<file path="src/rtl/coco_ioctl_upload.sv">
// ---------------------------------------------------------------------------
// coco_ioctl_upload
//
// Serves HPS upload (save) requests by reading core memory and handing the
// bytes back on ioctl_din. This is the read-side twin of the ioctl download
// path. Each HPS read strobe becomes one request to the memory arbiter. The HPS
// is held off with ioctl_wait until the arbiter answers or a timeout expires.
//
// Ports
//   clk_sys        system clock, everything on its rising edge
//   reset          synchronous, active-high reset
//   ioctl_upload   HPS upload session active
//   ioctl_index    file/slot index of the current session
//   ioctl_rd       one-cycle read strobe from the HPS
//   ioctl_addr     byte address of the read
//   ioctl_din      byte returned to the HPS (holds between reads)
//   ioctl_wait     high while a fetch is outstanding
//   mem_req        read request to the arbiter, held until mem_ack
//   mem_addr       memory address, stable while mem_req is high
//   mem_ack        one-cycle acknowledge, mem_dout valid in the same cycle
//   mem_dout       read data from memory
//   upload_active  a session for INDEX is in progress (core may halt its CPU)
//   err_timeout    sticky flag: a fetch timed out during this session
// ---------------------------------------------------------------------------
module coco_ioctl_upload #(
    parameter int unsigned ADDR_W  = 16,
    parameter int unsigned SIZE    = 32'h8000,
    parameter int unsigned BASE    = 32'h0000,
    parameter logic [7:0]  INDEX   = 8'd1,
    parameter int unsigned TIMEOUT = 255
) (
    input  logic              clk_sys,
    input  logic              reset,
    input  logic              ioctl_upload,
    input  logic [7:0]        ioctl_index,
    input  logic              ioctl_rd,
    input  logic [ADDR_W-1:0] ioctl_addr,
    output logic [7:0]        ioctl_din,
    output logic              ioctl_wait,
    output logic              mem_req,
    output logic [ADDR_W-1:0] mem_addr,
    input  logic              mem_ack,
    input  logic [7:0]        mem_dout,
    output logic              upload_active,
    output logic              err_timeout
);

    typedef enum logic {
        IDLE,
        FETCH
    } state_t;

    // One extra bit on the size so that SIZE == 2**ADDR_W still compares
    // correctly against the full address range.
    localparam logic [ADDR_W:0]   SIZE_EXT = (ADDR_W + 1)'(SIZE);
    localparam logic [ADDR_W-1:0] BASE_W   = ADDR_W'(BASE);
    localparam logic [7:0]        LAST     = 8'(TIMEOUT - 1);

    state_t     state;
    logic [7:0] wait_count;
    logic       sel;
    logic       out_of_range;

    // The block answers only while the HPS runs an upload session for our
    // slot. Reads past the exposed image size never touch memory.
    always_comb begin
        sel          = ioctl_upload && (ioctl_index == INDEX);
        out_of_range = ({1'b0, ioctl_addr} >= SIZE_EXT);
    end

    // Session tracking plus the fetch state machine. upload_active doubles as
    // the previous value of sel, so a rising session edge is sel && !upload_active.
    // That edge clears the sticky timeout flag. In FETCH a dropped session
    // beats an acknowledge, and an acknowledge beats the timeout. Read strobes
    // that arrive while a fetch is outstanding are ignored.
    always_ff @(posedge clk_sys) begin
        if (reset) begin
            state         <= IDLE;
            wait_count    <= 8'd0;
            ioctl_din     <= 8'hFF;
            ioctl_wait    <= 1'b0;
            mem_req       <= 1'b0;
            mem_addr      <= '0;
            upload_active <= 1'b0;
            err_timeout   <= 1'b0;
        end else begin
            upload_active <= sel;
            if (sel && !upload_active) begin
                err_timeout <= 1'b0;
            end

            case (state)
                IDLE: begin
                    if (ioctl_rd && sel) begin
                        if (out_of_range) begin
                            ioctl_din <= 8'hFF;
                        end else begin
                            mem_addr   <= ioctl_addr + BASE_W;
                            mem_req    <= 1'b1;
                            ioctl_wait <= 1'b1;
                            wait_count <= 8'd0;
                            state      <= FETCH;
                        end
                    end
                end

                FETCH: begin
                    if (!sel) begin
                        mem_req    <= 1'b0;
                        ioctl_wait <= 1'b0;
                        state      <= IDLE;
                    end else if (mem_ack) begin
                        ioctl_din  <= mem_dout;
                        mem_req    <= 1'b0;
                        ioctl_wait <= 1'b0;
                        state      <= IDLE;
                    end else if (wait_count == LAST) begin
                        ioctl_din   <= 8'hFF;
                        mem_req     <= 1'b0;
                        ioctl_wait  <= 1'b0;
                        err_timeout <= 1'b1;
                        state       <= IDLE;
                    end else begin
                        wait_count <= wait_count + 8'd1;
                    end
                end

                default: begin
                    state <= IDLE;
                end
            endcase
        end
    end

endmodule

</file>
<file path="config.mk">
export PLATFORM = sky130hd
export DESIGN_NAME = coco_ioctl_upload
export DESIGN_NICKNAME = d
export VERILOG_FILES = /design/src/rtl/coco_ioctl_upload.sv
export SDC_FILE = /design/constraint.sdc
export NUM_CORES = 1
export LEC_CHECK = 0
export ABC_AREA = 1
export CAP_MARGIN = 10
export CORE_AREA = 2 2 74 83
export DETAILED_ROUTE_END_ITERATION = 7
export DIE_AREA = 0 0 76 85
export SYNTH_ARGS = -nofsm -noshare
export SYNTH_HDL_FRONTEND = slang
export SYNTH_SLANG_ARGS = --single-unit
export TNS_END_PERCENT = 100
</file>
<file path="constraint.sdc">
create_clock -name clk_sys -period 1.5 [get_ports clk_sys]
set_input_delay 0.3 -clock clk_sys [delete_from_list [all_inputs] [get_ports clk_sys]]
set_output_delay 0.3 -clock clk_sys [all_outputs]
set_load 0.005 [all_outputs]
</file>
==> run_results.csv, run 1 <==
group,metric,value,unit
floorplan,die_area,0.00646,mm²
synthesis,synth_cells,220,
cts,cts_tree,"built",
setup_path,cp.arrival,1160,ps
power,comb_power_share,8.2,%
floorplan,die_h,85,µm
setup_path,path_buf_inv,1,
power,ir_drop,0.370,mV
status,outcome,"complete, no violations",
sta,report.final.setup_viol,0,
setup_path,end_kind,"output pin",
power,p_seq_share,51.8,%
setup_path,path_delay_family,"buffers and inverters",
cts,htree_levels,2,
setup_path,ff2ff_path_depth,9,
setup_path,reg2reg_slack,50,ps
cts,cts_hold_buf,0,
synthesis,synth_seq_area_share,43.6,%
power,p_int,1.43,mW
sta,fin_tns_setup,0,ps
power,powerDensity,649,mW/mm²
setup_path,timing.rr.end,"ioctl_din[3]$_SDFFE_PP1P_",
place,portBuffers,64,
setup_path,slowest_stage,"clkdlybuf4s50_1",
finish,multi_input_area,893,µm²
route,ant_nets,0,
setup_path,critPathRequiredTime,1200,ps
power,pwr-share-clk,40.1,%
route,first_pass_iters,4,
route,drt_iter0_markers,81,
floorplan,io_pins,65,
synthesis,yosys_warnings,0,
finish,seq_area,722,µm²
sta,fin_hold_ws,458,ps
power,p_sw,420,µW
route,drc,0,
synthesis,synthesis.area,0.00165,mm²
place,finalWeightedCongestion,0.770,
grt,antenna_found_initial,0,
floorplan,die_w,76,µm
setup_path,crit_chain,"clkdlybuf4s50_1",
finish,fin_nets,351,
grt,grt_max_degree,33,
hold_path,hp-class,"flip-flop to flip-flop",
grt,globalRouteOverflowTotal,0,
finish,diodes,0,
finish,final_common_cell,"clkdlybuf4s50_1",
sta,tightestPinTransition,276,ps
hold_path,hold_start,"mem_addr[15]$_SDFFE_PP0P_",
cts,path_clk_slew,70,ps
synthesis,synth.distinct_cells,29,
floorplan,fp.coreArea,0.00562,mm²
place,dp_cells,373,
cts,numCtsBuffers,5,
synthesis,syn_nets,259,
power,swShare,22.7,%
floorplan,start_util,29.4,%
power,leakage,1.14,nW
flow_run,drv_cap,0,
setup_path,cp-start-kind,"flip-flop",
hold_path,min_to,"mem_addr[15]$_SDFFE_PP0P_",
finish,n_fill_cell,539,
route,wl,4870,µm
grt,grt_util_all_layers,13.8,%
finish,final_util,50.5,%
setup_path,crit_fanout,2,
route,wire_per_inst,12.5,µm
setup_path,critical_path_class,"flip-flop to output pin",
sta,fin_crit,1460,ps
sta,finClkSkew,2.37,ps
route,vias_per_cell,4.45,
floorplan,num_rows,29,
hold_path,holdPathStages,2,
synthesis,postSynthAreaPerCell,7.52,µm²
sta,hold_viol,0,
sta,fmax,0.686,GHz
finish,drive_above_1_share,23.3,%
finish,areaGrowthSynthToFinish,71.9,%
place,place_area,0.00251,mm²
place,place_hpwl,3210,µm
sta,period_share,97.2,%
grt,grt_pass1_wl,7250,µm
cts,clock_latency,290,ps
finish,instances_no_fill,390,
finish,final_cell_mix,"clkdlybuf4s50_1, dfxtp_1, inv_1, nor2_1, nand2_1",
cts,cts_root_buf,"clkbuf_8",
cts,cts_sinks,36,
cts,cts_buffer_depth,2,
sta,maxSlewHeadroom,81.6,%
setup_path,timing.rr.start,"wait_count[0]$_SDFFE_PP0P_",
synthesis,synth.ff_latch_count,36,
route,via_count,1737,
sta,drv_slew,0,
finish,stdcell_area,0.00284,mm²
setup_path,slowest_delay,510,ps
grt,grt_pass1_vias,1632,
==> repair_timing <==
item                       4_1_cts  5_1_grt
cloned                           0        2
setup endpoints to repair        8       34
pin swaps                        2       22
setup buffers                    4        3
gates resized for setup          2       50
==> power by group through the flow <==
stage	combinational (mW)	sequential [mW]	clock, mW
final	0.151	0.955	0.739
after global routing	0.162	0.955	0.790
after floorplan	0.0264	0.978	0
after global placement	0.143	0.978	0
after detailed placement	0.143	0.978	0
after CTS	0.144	0.955	0.758
==> area by class of cell <==
class,instances,area share [%]
multi-input combinational,148,31.4
timing repair buffer,92,32.6
clock inverter,1,0.264
inverter,29,3.92
clock buffer,7,3.04
tap,77,3.39
sequential,36,25.4
==> metal layers <==
metal,global-route usage (%),share of wire (%),vias to the layer above
met5,0,0,-
met4,6.12,2.1,0
met3,3.62,5.4,8
met2,23.9,47,50
met1,16.2,45,780
li1,-,-,899
==> worst max path at each step <==
stage	from	endpoint	slack, ps	depth (start not counted)
CTS	ioctl_index[3]	wait_count[7]$_SDFFE_PP0P_	6	9
finish	ioctl_din[4]$_SDFFE_PP1P_	ioctl_din[4]	40	1
detailed placement	ioctl_index[2]	wait_count[5]$_SDFFE_PP0P_	-390	9
global placement	ioctl_index[3]	wait_count[7]$_SDFFE_PP0P_	-370	9
floorplan	wait_count[0]$_SDFFE_PP0P_	ioctl_din[4]$_SDFFE_PP1P_	80	10
global route	wait_count[0]$_SDFFE_PP0P_	ioctl_din[3]$_SDFFE_PP1P_	-20	9
==> synthesized netlist by cell type <==
cell       n  area share, %
xnor2_1    1           0.53
nor2_1    32            7.3
inv_2      1           0.23
nor3b_2    1           0.76
inv_1     28            6.4
o21a_1    14            6.4
xor2_1     1           0.53
nand4_1    6            2.3
clkbuf_1   2           0.45
a21oi_2    1           0.53
o21ai_0    8            2.4
nand3_4    1            1.1
ha_1       2            1.5
o21bai_1   1           0.45
buf_1      2           0.45
nand2_2    3            1.1
a31oi_1    1           0.38
buf_6      1           0.68
nand2_4    1           0.68
buf_4      1           0.45
a21oi_1   29            8.8
nand2_1   27            6.1
o211ai_1   1           0.45
nor2_2     1           0.38
buf_2      2           0.61
nor2_4     2            1.4
dfxtp_1   36             44
nand3_1   10            3.0
o21ai_1    4            1.2
==> sequential cells by signal, summed over array words and instances, names as in the netlist <==
name           cells
wait_count         8
upload_active      1
err_timeout        1
ioctl_din          8
mem_addr          16
state              1
mem_req            1
==> per-stage QoR <==
stage                     total power, mW  setup WS (ps)
after detailed placement             1.12           -388
after floorplan                      1.00           75.3
after global placement               1.12           -369
final                                1.84           42.2
after global routing                 1.91          -21.0
after CTS                            1.86           6.26
==> logic make-up after synthesis <==
| kind of cell | Yosys count | share of synthesized area [%] |
|---|---|---|
| simple gates | 84 | 24.1 |
| xor+xnor | 2 | 1.06 |
| fa+ha+maj | 2 | 1.51 |
| flops | 36 | 43.6 |
| buf+inv | 37 | 9.23 |
| compound gates | 59 | 20.6 |
Note: power is estimated with default switching activity, not from simulation.
==> inputs of run 2 (changes only) <==
--- a/config.mk
+++ b/config.mk
@@ -10,6 +10,7 @@
 export CORE_AREA = 2 2 74 83
 export DETAILED_ROUTE_END_ITERATION = 7
 export DIE_AREA = 0 0 76 85
+export REMOVE_ABC_BUFFERS = 1
 export SYNTH_ARGS = -nofsm -noshare
 export SYNTH_HDL_FRONTEND = slang
 export SYNTH_SLANG_ARGS = --single-unit
==> constraint.sdc (replaced) <==
create_clock -name clk_sys -period 1.5 [get_ports clk_sys]
set_input_delay 0.3 -clock clk_sys [delete_from_list [all_inputs] [get_ports clk_sys]]
set_output_delay 0.3 -clock clk_sys [all_outputs]
set_load 0.1 [all_outputs]
==> run 2 against run 1 <==
Against the previous run: clock power fell by 9.6%; design area rose by 9.1%; sequential power barely moved; hold slack improved by 35 ps; combinational power rose by 3%; flip-flop and latch count did not move; maximum frequency fell by 1.1%; core utilization rose by 4.6 points.
==> run_results.csv, run 2 (same netlist as run 1, synthesis figures left out) <==
group,metric,value,unit
status,outcome,"complete, no violations",
floorplan,die_area,0.00646,mm²
route,drt_iter0_markers,33,
place,portBuffers,64,
route,met2_length,2370,µm
route,drc,0,
finish,areaGrowthSynthToFinish,87.5,%
cts,path_clk_slew,80,ps
sta,tightestPinTransition,328,ps
finish,final_cell_mix,"dfxtp_1, clkdlybuf4s50_1, buf_12, nor2_1, inv_1",
sta,finClkSkew,6.28,ps
sta,fin_hold_ws,493,ps
power,p_seq_share,53.7,%
hold_path,holdPathStages,2,
grt,grt_max_degree,33,
route,first_pass_iters,4,
finish,final_util,55.2,%
grt,grt_util_all_layers,14.0,%
finish,largest-register,"mem_addr",
floorplan,die_w,76,µm
cts,cts_root_buf,"clkbuf_8",
power,total_power,1.78,mW
floorplan,num_rows,29,
power,comb_power_share,8.8,%
setup_path,crit_fanout,8,
route,ant_nets,0,
sta,fmax,0.679,GHz
route,vias_per_cell,4.48,
cts,cts_hold_buf,0,
floorplan,io_pins,65,
route,wirelength_met1,2050,µm
route,wl,4810,µm
setup_path,crit_chain,"clkdlybuf4s50_1 > nor3b_4 > nand4_1 > buf_6 > clkbuf_16 > a21oi_1 > o21a_1",
finish,drive_above_1_share,30.5,%
cts,clock_latency,290,ps
cts,htree_levels,2,
grt,globalRouteOverflowTotal,0,
sta,hold_viol,0,
sta,maxSlewHeadroom,78.1,%
cts,cts_tree,"built",
setup_path,crit_start,"ioctl_index[7]",
place,dp_cells,371,
place,finalWeightedCongestion,0.797,
place,place_area,0.00279,mm²
setup_path,slowest_delay,460,ps
power,ir_drop,0.361,mV
route,via_count,1739,
setup_path,slowest_stage,"clkdlybuf4s50_1",
setup_path,endpoint,"mem_addr[13]$_SDFFE_PP0P_",
flow_run,drv_cap,0,
setup_path,cp.arrival,1710,ps
setup_path,reg2reg_slack,90,ps
cts,numCtsBuffers,5,
finish,largest_reg_flops,16,
setup_path,critPathRequiredTime,1740,ps
sta,report.final.setup_viol,0,
power,p_int,1.37,mW
sta,period_share,98.3,%
grt,antenna_found_initial,0,
finish,instances_no_fill,388,
power,swShare,23.0,%
hold_path,hp-class,"flip-flop to flip-flop",
finish,fin_nets,350,
finish,top_regs,"mem_addr: 16 flops, ioctl_din: 8 flops, wait_count: 8 flops",
route,highest_layer,"met4",
setup_path,end_kind,"flip-flop",
power,powerDensity,574,mW/mm²
grt,grt_pass1_vias,1596,
setup_path,cp-start-kind,"input pin",
floorplan,die_h,85,µm
power,pwr-share-clk,37.5,%
finish,diodes,0,
route,wire_per_inst,12.4,µm
finish,stdcell_area,0.00310,mm²
setup_path,critical_path_class,"input pin to flip-flop",
cts,cts_sinks,36,
power,leakage,1.27,nW
power,p_sw,410,µW
finish,final_common_cell,"dfxtp_1",
place,place_hpwl,3190,µm
floorplan,fp.coreArea,0.00562,mm²
setup_path,timing.rr.start,"wait_count[0]$_SDFFE_PP0P_",
sta,fin_crit,1470,ps
route,wl_met3,343,µm
sta,drv_slew,0,
setup_path,ff2ff_path_depth,9,
floorplan,start_util,29.4,%
grt,grt_pass1_wl,7380,µm
cts,cts_buffer_depth,2,
setup_path,timing.rr.end,"ioctl_din[7]$_SDFFE_PP1P_",
-- run 2: cell types whose count changed in the layout (fill, tap and decap cells not counted), moves of 2 or more --
cell / change
o21ai_1: -2
o21ai_2: -2
buf_12: +29
buf_6: -3
nor2_2: -3
nor2_1: +3
nand2_2: -2
dlymetal6s2s_1: -6
o21ai_0: +4
clkdlybuf4s50_1: -22
-- run 2: layout make-up --
cell class,count,area [µm²]
repair buffers,91,1200
well taps,77,96.3
clock buffers,5,68.8
inverters,29,111
flip-flops and latches,36,723
multi-input cells,148,887
fillers,488,2520
clock inverters,2,12.5
-- run 2: timing repair --
item / 4_1_cts / 5_1_grt
gates resized for setup: 1 / 35
endpoints found under the setup margin: 5 / 34
gates cloned: 0 / 3
pin swaps: 2 / 16
buffers inserted: 4 / 3
-- run 2: how the worst min path moves through the flow --
stage                              start                         end  slack, ps
2_1_floorplan                      reset  wait_count[3]$_SDFFE_PP0P_        370
3_3_place_gp   mem_addr[15]$_SDFFE_PP0P_   mem_addr[15]$_SDFFE_PP0P_        480
3_5_place_dp   mem_addr[15]$_SDFFE_PP0P_   mem_addr[15]$_SDFFE_PP0P_        480
4_1_cts        mem_addr[15]$_SDFFE_PP0P_   mem_addr[15]$_SDFFE_PP0P_        500
5_1_grt        mem_addr[15]$_SDFFE_PP0P_   mem_addr[15]$_SDFFE_PP0P_        510
6_report       mem_addr[15]$_SDFFE_PP0P_   mem_addr[15]$_SDFFE_PP0P_        490
-- run 2: critical path: cells and delay by family --
kind / cells / cell delay, ps
buffers and inverters: 3 / 780
AND/OR/NAND/NOR: 2 / 380
AO/OA/AOI/OAI: 2 / 250
-- run 2: power groups by stage --
stage	clock network (mW)	registers, mW	logic [mW]
2_1_floorplan	0	0.981	0.0167
3_3_place_gp	0	0.978	0.149
3_5_place_dp	0	0.978	0.149
4_1_cts	0.692	0.956	0.150
5_1_grt	0.748	0.956	0.167
6_report	0.668	0.956	0.156
-- run 2: stage by stage --
stage	setup TNS (ps)	worst slack [ps]
after floorplan	-5790	-508
after global placement	-7270	-335
after detailed placement	-7720	-328
after CTS	0	19.1
after global routing	-553	-36.6
final	0	26.2
-- run 2: per-layer routing --
layer / track usage, % / vias up
li1: - / 899
met1: 16.8 / 785
met2: 23.7 / 48
met3: 5.74 / 7
met4: 2.98 / 0
met5: 0 / -
